File: src/rtl/addr_cam_ctrl.sv
// Request-side controller for one addr_cam: serialises LOOKUP/INSERT/READ/FLUSH commands,
// drives the CAM pins from registered state only and allocates entries sequentially.
module addr_cam_ctrl #(
   parameter int WORD_SIZE   = 16,
   parameter int ENTRY_WIDTH = 7,
   parameter int ROW_NUM     = 68
) (
   input  logic                   clk,
   input  logic                   reset_n,
   input  logic                   req_valid,
   output logic                   req_ready,
   input  logic [1:0]             req_op,
   input  logic [WORD_SIZE-1:0]   req_data,
   input  logic [ENTRY_WIDTH-1:0] req_addr,
   output logic                   rsp_valid,
   input  logic                   rsp_ready,
   output logic                   rsp_hit,
   output logic                   rsp_new,
   output logic                   rsp_full,
   output logic                   rsp_err,
   output logic [ENTRY_WIDTH-1:0] rsp_addr,
   output logic [WORD_SIZE-1:0]   rsp_data,
   output logic [ENTRY_WIDTH-1:0] occupancy,
   output logic [WORD_SIZE-1:0]   cam_data_in,
   output logic [ENTRY_WIDTH-1:0] cam_addr_in,
   output logic                   cam_read_en,
   output logic                   cam_write_en,
   output logic                   cam_search_en,
   output logic                   cam_reset,
   input  logic [WORD_SIZE-1:0]   cam_data_out,
   input  logic [ENTRY_WIDTH-1:0] cam_addr_out,
   input  logic                   cam_match
);

   localparam logic [1:0] OP_LOOKUP = 2'b00;
   localparam logic [1:0] OP_INSERT = 2'b01;
   localparam logic [1:0] OP_READ   = 2'b10;
   localparam logic [1:0] OP_FLUSH  = 2'b11;

   localparam logic [ENTRY_WIDTH-1:0] ROW_MAX = ENTRY_WIDTH'(ROW_NUM);
   localparam logic [ENTRY_WIDTH-1:0] OCC_ONE = 1;

   typedef enum logic [3:0] {
      S_INIT,
      S_IDLE,
      S_SEARCH,
      S_WRITE,
      S_READ,
      S_RDWAIT,
      S_FLUSH,
      S_FLWAIT,
      S_RESP
   } state_t;

   state_t                   r_state;
   state_t                   w_next;
   logic [1:0]               r_op;
   logic [WORD_SIZE-1:0]     r_data;
   logic [ENTRY_WIDTH-1:0]   r_addr;
   logic [ENTRY_WIDTH-1:0]   r_occ;
   logic                     r_rsp_hit;
   logic                     r_rsp_new;
   logic                     r_rsp_full;
   logic                     r_rsp_err;
   logic [ENTRY_WIDTH-1:0]   r_rsp_addr;
   logic [WORD_SIZE-1:0]     r_rsp_data;
   logic                     w_req_err;
   logic                     w_accept;
   logic                     w_room;

   // Word 0 is what a cleared entry holds, so it can never be searched for or stored.
   assign w_req_err = ((req_op == OP_LOOKUP || req_op == OP_INSERT) && req_data == '0) ||
                      (req_op == OP_READ && req_addr >= ROW_MAX);
   assign w_accept  = req_valid && (r_state == S_IDLE);
   assign w_room    = (r_occ < ROW_MAX);

   always_ff @(posedge clk or negedge reset_n) begin
      if (!reset_n) r_state <= S_INIT;
      else          r_state <= w_next;
   end

   always_comb begin
      w_next        = r_state;
      req_ready     = 1'b0;
      rsp_valid     = 1'b0;
      cam_data_in   = '0;
      cam_addr_in   = '0;
      cam_read_en   = 1'b0;
      cam_write_en  = 1'b0;
      cam_search_en = 1'b0;
      cam_reset     = 1'b0;
      case (r_state)
         S_INIT: begin
            cam_reset = 1'b1;
            w_next    = S_IDLE;
         end
         S_IDLE: begin
            req_ready = 1'b1;
            if (req_valid) begin
               if (w_req_err) w_next = S_RESP;
               else begin
                  case (req_op)
                     OP_READ:  w_next = S_READ;
                     OP_FLUSH: w_next = S_FLUSH;
                     default:  w_next = S_SEARCH;
                  endcase
               end
            end
         end
         S_SEARCH: begin
            cam_search_en = 1'b1;
            cam_data_in   = r_data;
            if (!cam_match && r_op == OP_INSERT && w_room) w_next = S_WRITE;
            else                                           w_next = S_RESP;
         end
         S_WRITE: begin
            cam_write_en = 1'b1;
            cam_addr_in  = r_occ;
            cam_data_in  = r_data;
            w_next       = S_RESP;
         end
         // The CAM read port is registered: data_out is valid the cycle after read_en.
         S_READ: begin
            cam_read_en = 1'b1;
            cam_addr_in = r_addr;
            w_next      = S_RDWAIT;
         end
         S_RDWAIT: begin
            cam_addr_in = r_addr;
            w_next      = S_RESP;
         end
         S_FLUSH: begin
            cam_reset = 1'b1;
            w_next    = S_FLWAIT;
         end
         S_FLWAIT: w_next = S_RESP;
         S_RESP: begin
            rsp_valid = 1'b1;
            if (rsp_ready) w_next = S_IDLE;
         end
         default: w_next = S_INIT;
      endcase
   end

   always_ff @(posedge clk) begin
      if (w_accept) begin
         r_op   <= req_op;
         r_data <= req_data;
         r_addr <= req_addr;
      end
   end

   always_ff @(posedge clk or negedge reset_n) begin
      if (!reset_n) begin
         r_occ      <= '0;
         r_rsp_hit  <= 1'b0;
         r_rsp_new  <= 1'b0;
         r_rsp_full <= 1'b0;
         r_rsp_err  <= 1'b0;
         r_rsp_addr <= '0;
         r_rsp_data <= '0;
      end else begin
         case (r_state)
            S_IDLE: if (w_accept) r_rsp_err <= w_req_err;
            S_SEARCH: begin
               if (cam_match) begin
                  r_rsp_hit  <= 1'b1;
                  r_rsp_addr <= cam_addr_out;
               end else if (r_op == OP_INSERT && !w_room) begin
                  r_rsp_full <= 1'b1;
               end
            end
            S_WRITE: begin
               r_rsp_new  <= 1'b1;
               r_rsp_addr <= r_occ;
               r_occ      <= r_occ + OCC_ONE;
            end
            S_RDWAIT: r_rsp_data <= cam_data_out;
            S_FLUSH:  r_occ <= '0;
            S_RESP: begin
               if (rsp_ready) begin
                  r_rsp_hit  <= 1'b0;
                  r_rsp_new  <= 1'b0;
                  r_rsp_full <= 1'b0;
                  r_rsp_err  <= 1'b0;
                  r_rsp_addr <= '0;
                  r_rsp_data <= '0;
               end
            end
            default: ;
         endcase
      end
   end

   assign rsp_hit   = r_rsp_hit;
   assign rsp_new   = r_rsp_new;
   assign rsp_full  = r_rsp_full;
   assign rsp_err   = r_rsp_err;
   assign rsp_addr  = r_rsp_addr;
   assign rsp_data  = r_rsp_data;
   assign occupancy = r_occ;

endmodule
File: config.mk
export PLATFORM = sky130hd
export DESIGN_NAME = addr_cam_ctrl
export DESIGN_NICKNAME = d
export VERILOG_FILES = /design/src/rtl/addr_cam_ctrl.sv
export SDC_FILE = /design/constraint.sdc
export NUM_CORES = 1
export LEC_CHECK = 0
export ABC_AREA = 0
export BUFFER_PORTS_ARGS = -buffer_cell sky130_fd_sc_hd__buf_4
export CAP_MARGIN = 25
export CORE_AREA = 2 2 57 113
export DETAILED_ROUTE_END_ITERATION = 6
export DIE_AREA = 0 0 59 115
export PLACE_DENSITY = 0.78
export SYNTH_ARGS = -nofsm -noshare
export SYNTH_HDL_FRONTEND = slang
export SYNTH_SLANG_ARGS = --single-unit
File: constraint.sdc
create_clock -name clk -period 2.7 [get_ports clk]
set_clock_uncertainty 0.05 [all_clocks]
set_input_delay 0.135 -clock clk [delete_from_list [all_inputs] [get_ports clk]]
set_output_delay 0.135 -clock clk [all_outputs]
set_load 0.02 [all_outputs]
Word-level counts from Yosys, hierarchy flattened
Index checks and enable logic that the tools add are counted.

Magnitude comparators: 2. Equal/unequal tests: 18. Muxes and demuxes: 29. Add/subtract/negate cells: 1. Reductions and logical operators: 30.

Operator list (count): $mux W16 (2); $pmux W16 S2 (1); $pmux W4 S7 (1); $pmux W7 S2 (2); $pmux W7 S3 (1); $eq A4 B3 Y1 const B (4); $logic_not A16 Y1 (1); $mux W4 (4); $mux W7 (2); $ne A2 B2 Y1 const B (6); $mux W1 (11); $reduce_bool A2 Y1 (5); $reduce_and A3 Y1 (3); $eq A4 B2 Y1 const B (2); $pmux W1 S2 (4); $add A7 B1 Y7 const B (1); $ge A7 B7 Y1 const B (1); $lt A7 B7 Y1 const B (1); $logic_and A1 B1 Y1 (6); $pmux W3 S2 (1); $reduce_and A2 Y1 (3); $reduce_or A2 Y1 (3); $eq A2 B1 Y1 const B (2); $eq A2 B2 Y1 const B (2); 9 further kinds (11).

Input port bits: 53. Word-level logic and storage cells: 91. Output and inout port bits: 63. Flip-flop bits (word level): 63.

Depth between registers and ports, before layout
Depth in word-level cells: 7. Mapped depth: 7. Depth with buffers taken out: 4.

Worst setup path before layout
No wires, ideal clock.

Kind: register -> register. Start point: reg r_state[1]. End point: reg r_addr[0] (enable). Arrival: 1.977 ns. Library setup time: 0.385 ns. Stages on the path, launching flop included: 5. Clock period less this slack: 2.412 ns. Setup slack: 0.288 ns. Data required time: 2.265 ns. Path buffers: 1. Cells stage by stage: dfrtp_1 buf_6 or4b_4 inv_1 and2_1.

Cells in the longest elaborated chain, start to end: 2.

Ends and longest elaborated chain: start: declaration (RTL line 55) `state_t r_state;`; start signal: assignment (RTL line 79) `else r_state <= w_next;`; $eq A4 B1 Y1 (RTL line 74) `assign w_accept = req_valid && (r_state == S_IDLE);`; $logic_and A1 B1 Y1 (RTL line 74); named net w_accept (RTL line 68) `logic w_accept;`; end signal: assignment (RTL line 149) `r_addr <= req_addr;`; end: declaration (RTL line 59) `logic [ENTRY_WIDTH-1:0] r_addr;`.

The timed path passes the listed nets, and every way through them passes these cells. A chain may end at the register's enable or synchronous reset.

Worst setup path in the final report
Start point: reg r_state[1]. End point: reg r_addr[4] (enable).

The elaborated chain is that of the path after synthesis.

==> impl_metrics.py <==
metrics = {
    "outcome": {
        "status": "complete, no violations",
    },
    "sta": {
        "hold_viol_final": 0,
        "worstMarginPinSlew_ps": 622,
        "finalMaxSlewViolations": 0,
        "min_period_ps": 2300,
        "setup_violations": 0,
        "max_slew_margin_pct": 58.5,
        "grt_setup_unrepaired": "no",
        "finalSetupTns_ps": 0,
        "setup_slack_ps": 401,
        "fin_crit_sh_pct": 85.1,
        "max_freq_mhz": 435,
    },
    "synthesis": {
        "synth_edf_count": 25,
        "yosysWarnings": 0,
        "synth_area_leaders": "dfrtp_1, edfxtp_1, a22o_1",
        "syn_area_um2": 2760,
        "synthTopCellsByCount": "dfrtp_1, a22o_1, edfxtp_1",
        "synth_area_per_cell_um2": 13.1,
        "ys_types": 46,
        "ys_seq_area_share_pct": 61.7,
        "synth_ff_type": "dfrtp_1",
        "synth_top_area_cell": "dfrtp_1",
        "synthArstFlopShare_pct": 60.3,
        "ys_ff_latch": 63,
        "syn_inst": 211,
        "synth.most_common_cell": "dfrtp_1",
        "synth_top_cell_area_share_pct": 34.5,
        "synth_nets": 265,
    },
    "setup_path": {
        "crit_chain": "or4b_4, inv_1, and2_1, buf_4",
        "crit_arrival_ps": 2280,
        "critPathCaptureType": "flip-flop",
        "reg2reg_slack_ps": 400,
        "worstSetupPathType": "flip-flop to flip-flop",
        "r2r_cells": 4,
        "required_ps": 2680,
        "cp_max_fo": 11,
        "critPathLaunchType": "flip-flop",
        "crit_slowest_cell": "or4b_4",
        "slowest_delay_ps": 630,
    },
    "routing": {
        "wirelength_um": 7360,
        "wl_per_cell_um": 16.7,
        "vias": 2374,
        "drt_iter0_markers": 71,
        "drc_errors": 0,
        "viasPerCell": 5.40,
        "ant_nets": 0,
        "firstDrtPassIters": 4,
    },
    "clock_network": {
        "clock_sinks": 63,
        "cts_resized": 0,
        "cts_buffers": 9,
        "htreeDepth": 3,
        "cts_hold_buf": 42,
        "cts.clk_slew.worst_paths_ps": 50,
        "insertion_delay_ps": 330,
        "clock-root-buffer": "clkbuf_16",
        "cts_tree": "yes",
        "cts_setup_buffers": 0,
        "cts_max_path_buffers": 2,
    },
    "power": {
        "p_sw_share_pct": 34.0,
        "ir_drop_mv": 0.628,
        "comb_power_share_pct": 37.8,
        "power_mw": 4.52,
        "power_switching_mw": 1.54,
        "clock_power_share_pct": 27.2,
        "power.internal_mw": 2.98,
        "p_leak_nw": 2.07,
        "sequentialPowerShare_pct": 35.0,
        "p_per_area_nw_per_um2": 1020,
    },
    "layout": {
        "drive_above_1_share_pct": 39.5,
        "design_area_um2": 4420,
        "diodes": 0,
        "syn_to_final_growth_pct": 60.2,
        "layout.nets": 426,
    },
    "die": {
        "die_h_um": 115,
        "io_pins": 116,
        "initial_core_util_pct": 46.7,
        "die_area_um2": 6790,
        "core-area_um2": 5910,
        "fp-row-count": 40,
        "fp.dieW_um": 59,
    },
    "grt": {
        "grt_max_degree": 39,
        "antenna_found_initial": 0,
        "grt_usage_pct": 23.1,
        "grt_first_pass_wirelength_um": 11700,
        "grt_overflow": 0,
        "grt_pass1_vias": 2413,
    },
    "worst_hold_path": {
        "min_path_type": "primary input to flip-flop",
        "hold-path-cell-count": 2,
    },
    "placed_design": {
        "gp_congestion": 0.863,
        "placed_area_um2": 3670,
        "dp_hpwl_um": 4940,
        "dp_slack_ps": 444,
        "portBuffers": 115,
    },
    "job": {
        "cap_violations": 0,
    },
}
[logic make-up after synthesis]
logic type / Yosys count / share of synthesized area [%]
and+or+nand+nor: 66 / 15.4
DFF: 63 / 61.7
AOI/OAI and AO/OA: 53 / 14.7
buffers and inverters: 15 / 2.95
muxes: 8 / 3.22
xor gates and xnor gates: 5 / 1.59
adders and majority gates: 1 / 0.453
[worst paths after layout]
| check | start | to |
|---|---|---|
| worst max-delay path | r_state[1] | r_addr[4] |
| worst min-delay path | cam_data_out[15] | rsp_data[15] |
| worst max register to register | r_state[1] | r_addr[4] |
| worst min register to register | rsp_hit | rsp_hit |
| max in group asynchronous | reset_n | rsp_data[8] |
| min in group asynchronous | reset_n | r_state[0] |
[metal layers]
layer	GRT usage, %	wire length [um]	vias to the layer above	share of wire [%]
li1	-	-	1115	-
met2	37.0	3750	94	51
met5	0	0	-	0
met1	29.5	3060	1156	42
met4	8.64	128	0	1.7
met3	6.30	431	9	5.9
[worst max-delay path, delay by kind of cell (launching register included)]
family	cells	cell delay, ps
buffers and inverters	2	390
flip-flops	1	510
AND/OR/NAND/NOR	2	1040
[final cells by class]
| class | count | area, um^2 |
|---|---|---|
| Clock inverter | 2 | 35.0 |
| Inverter | 3 | 11.3 |
| Fill cell | 400 | 1490 |
| Clock buffer | 14 | 295 |
| Multi-Input combinational cell | 133 | 976 |
| Sequential cell | 63 | 1700 |
| Timing Repair Buffer | 162 | 1320 |
| Tap cell | 63 | 78.8 |
[cells in the final DEF (no fill, tap or decap), types with 5 or more instances in the layout]
| cell | instances |
|---|---|
| a21oi_1 | 8 |
| a22o_1 | 30 |
| and2_1 | 20 |
| buf_4 | 120 |
| clkbuf_16 | 10 |
| dfrtp_1 | 38 |
| dlygate4sd3_1 | 42 |
| edfxtp_1 | 25 |
| mux2_2 | 7 |
| nand2_1 | 5 |
| nor2_1 | 10 |
| nor3_1 | 5 |
[metrics by stage]
| stage | instances | hold slack (ps) | util, % |
|---|---|---|---|
| floorplan | 211 | -211 | - |
| global placement | 382 | 72.3 | 62.1 |
| detailed placement | 382 | 79.5 | 62.1 |
| CTS | 440 | 4.37 | 74.8 |
| global route | 440 | 21.4 | 74.8 |
| finish | 440 | 8.71 | 74.8 |
[registers in the layout, indices dropped and copies added, names as in the netlist]
| register | cells |
|---|---|
| occupancy | 7 |
| r_addr | 7 |
| r_data | 16 |
| r_op | 2 |
| r_state | 4 |
| rsp_addr | 7 |
| rsp_data | 16 |
| rsp_err | 1 |
| rsp_full | 1 |
| rsp_hit | 1 |
| rsp_new | 1 |
[power by group through the flow]
stage,Combinational [mW],Sequential (mW),Clock [mW]
6_report,1.71,1.58,1.23
5_1_grt,1.83,1.62,1.29
4_1_cts,1.72,1.58,1.25
3_5_place_dp,1.66,1.59,0
3_3_place_gp,1.63,1.57,0
2_1_floorplan,0.837,1.72,0
Note: power is estimated with default switching activity, not from simulation.
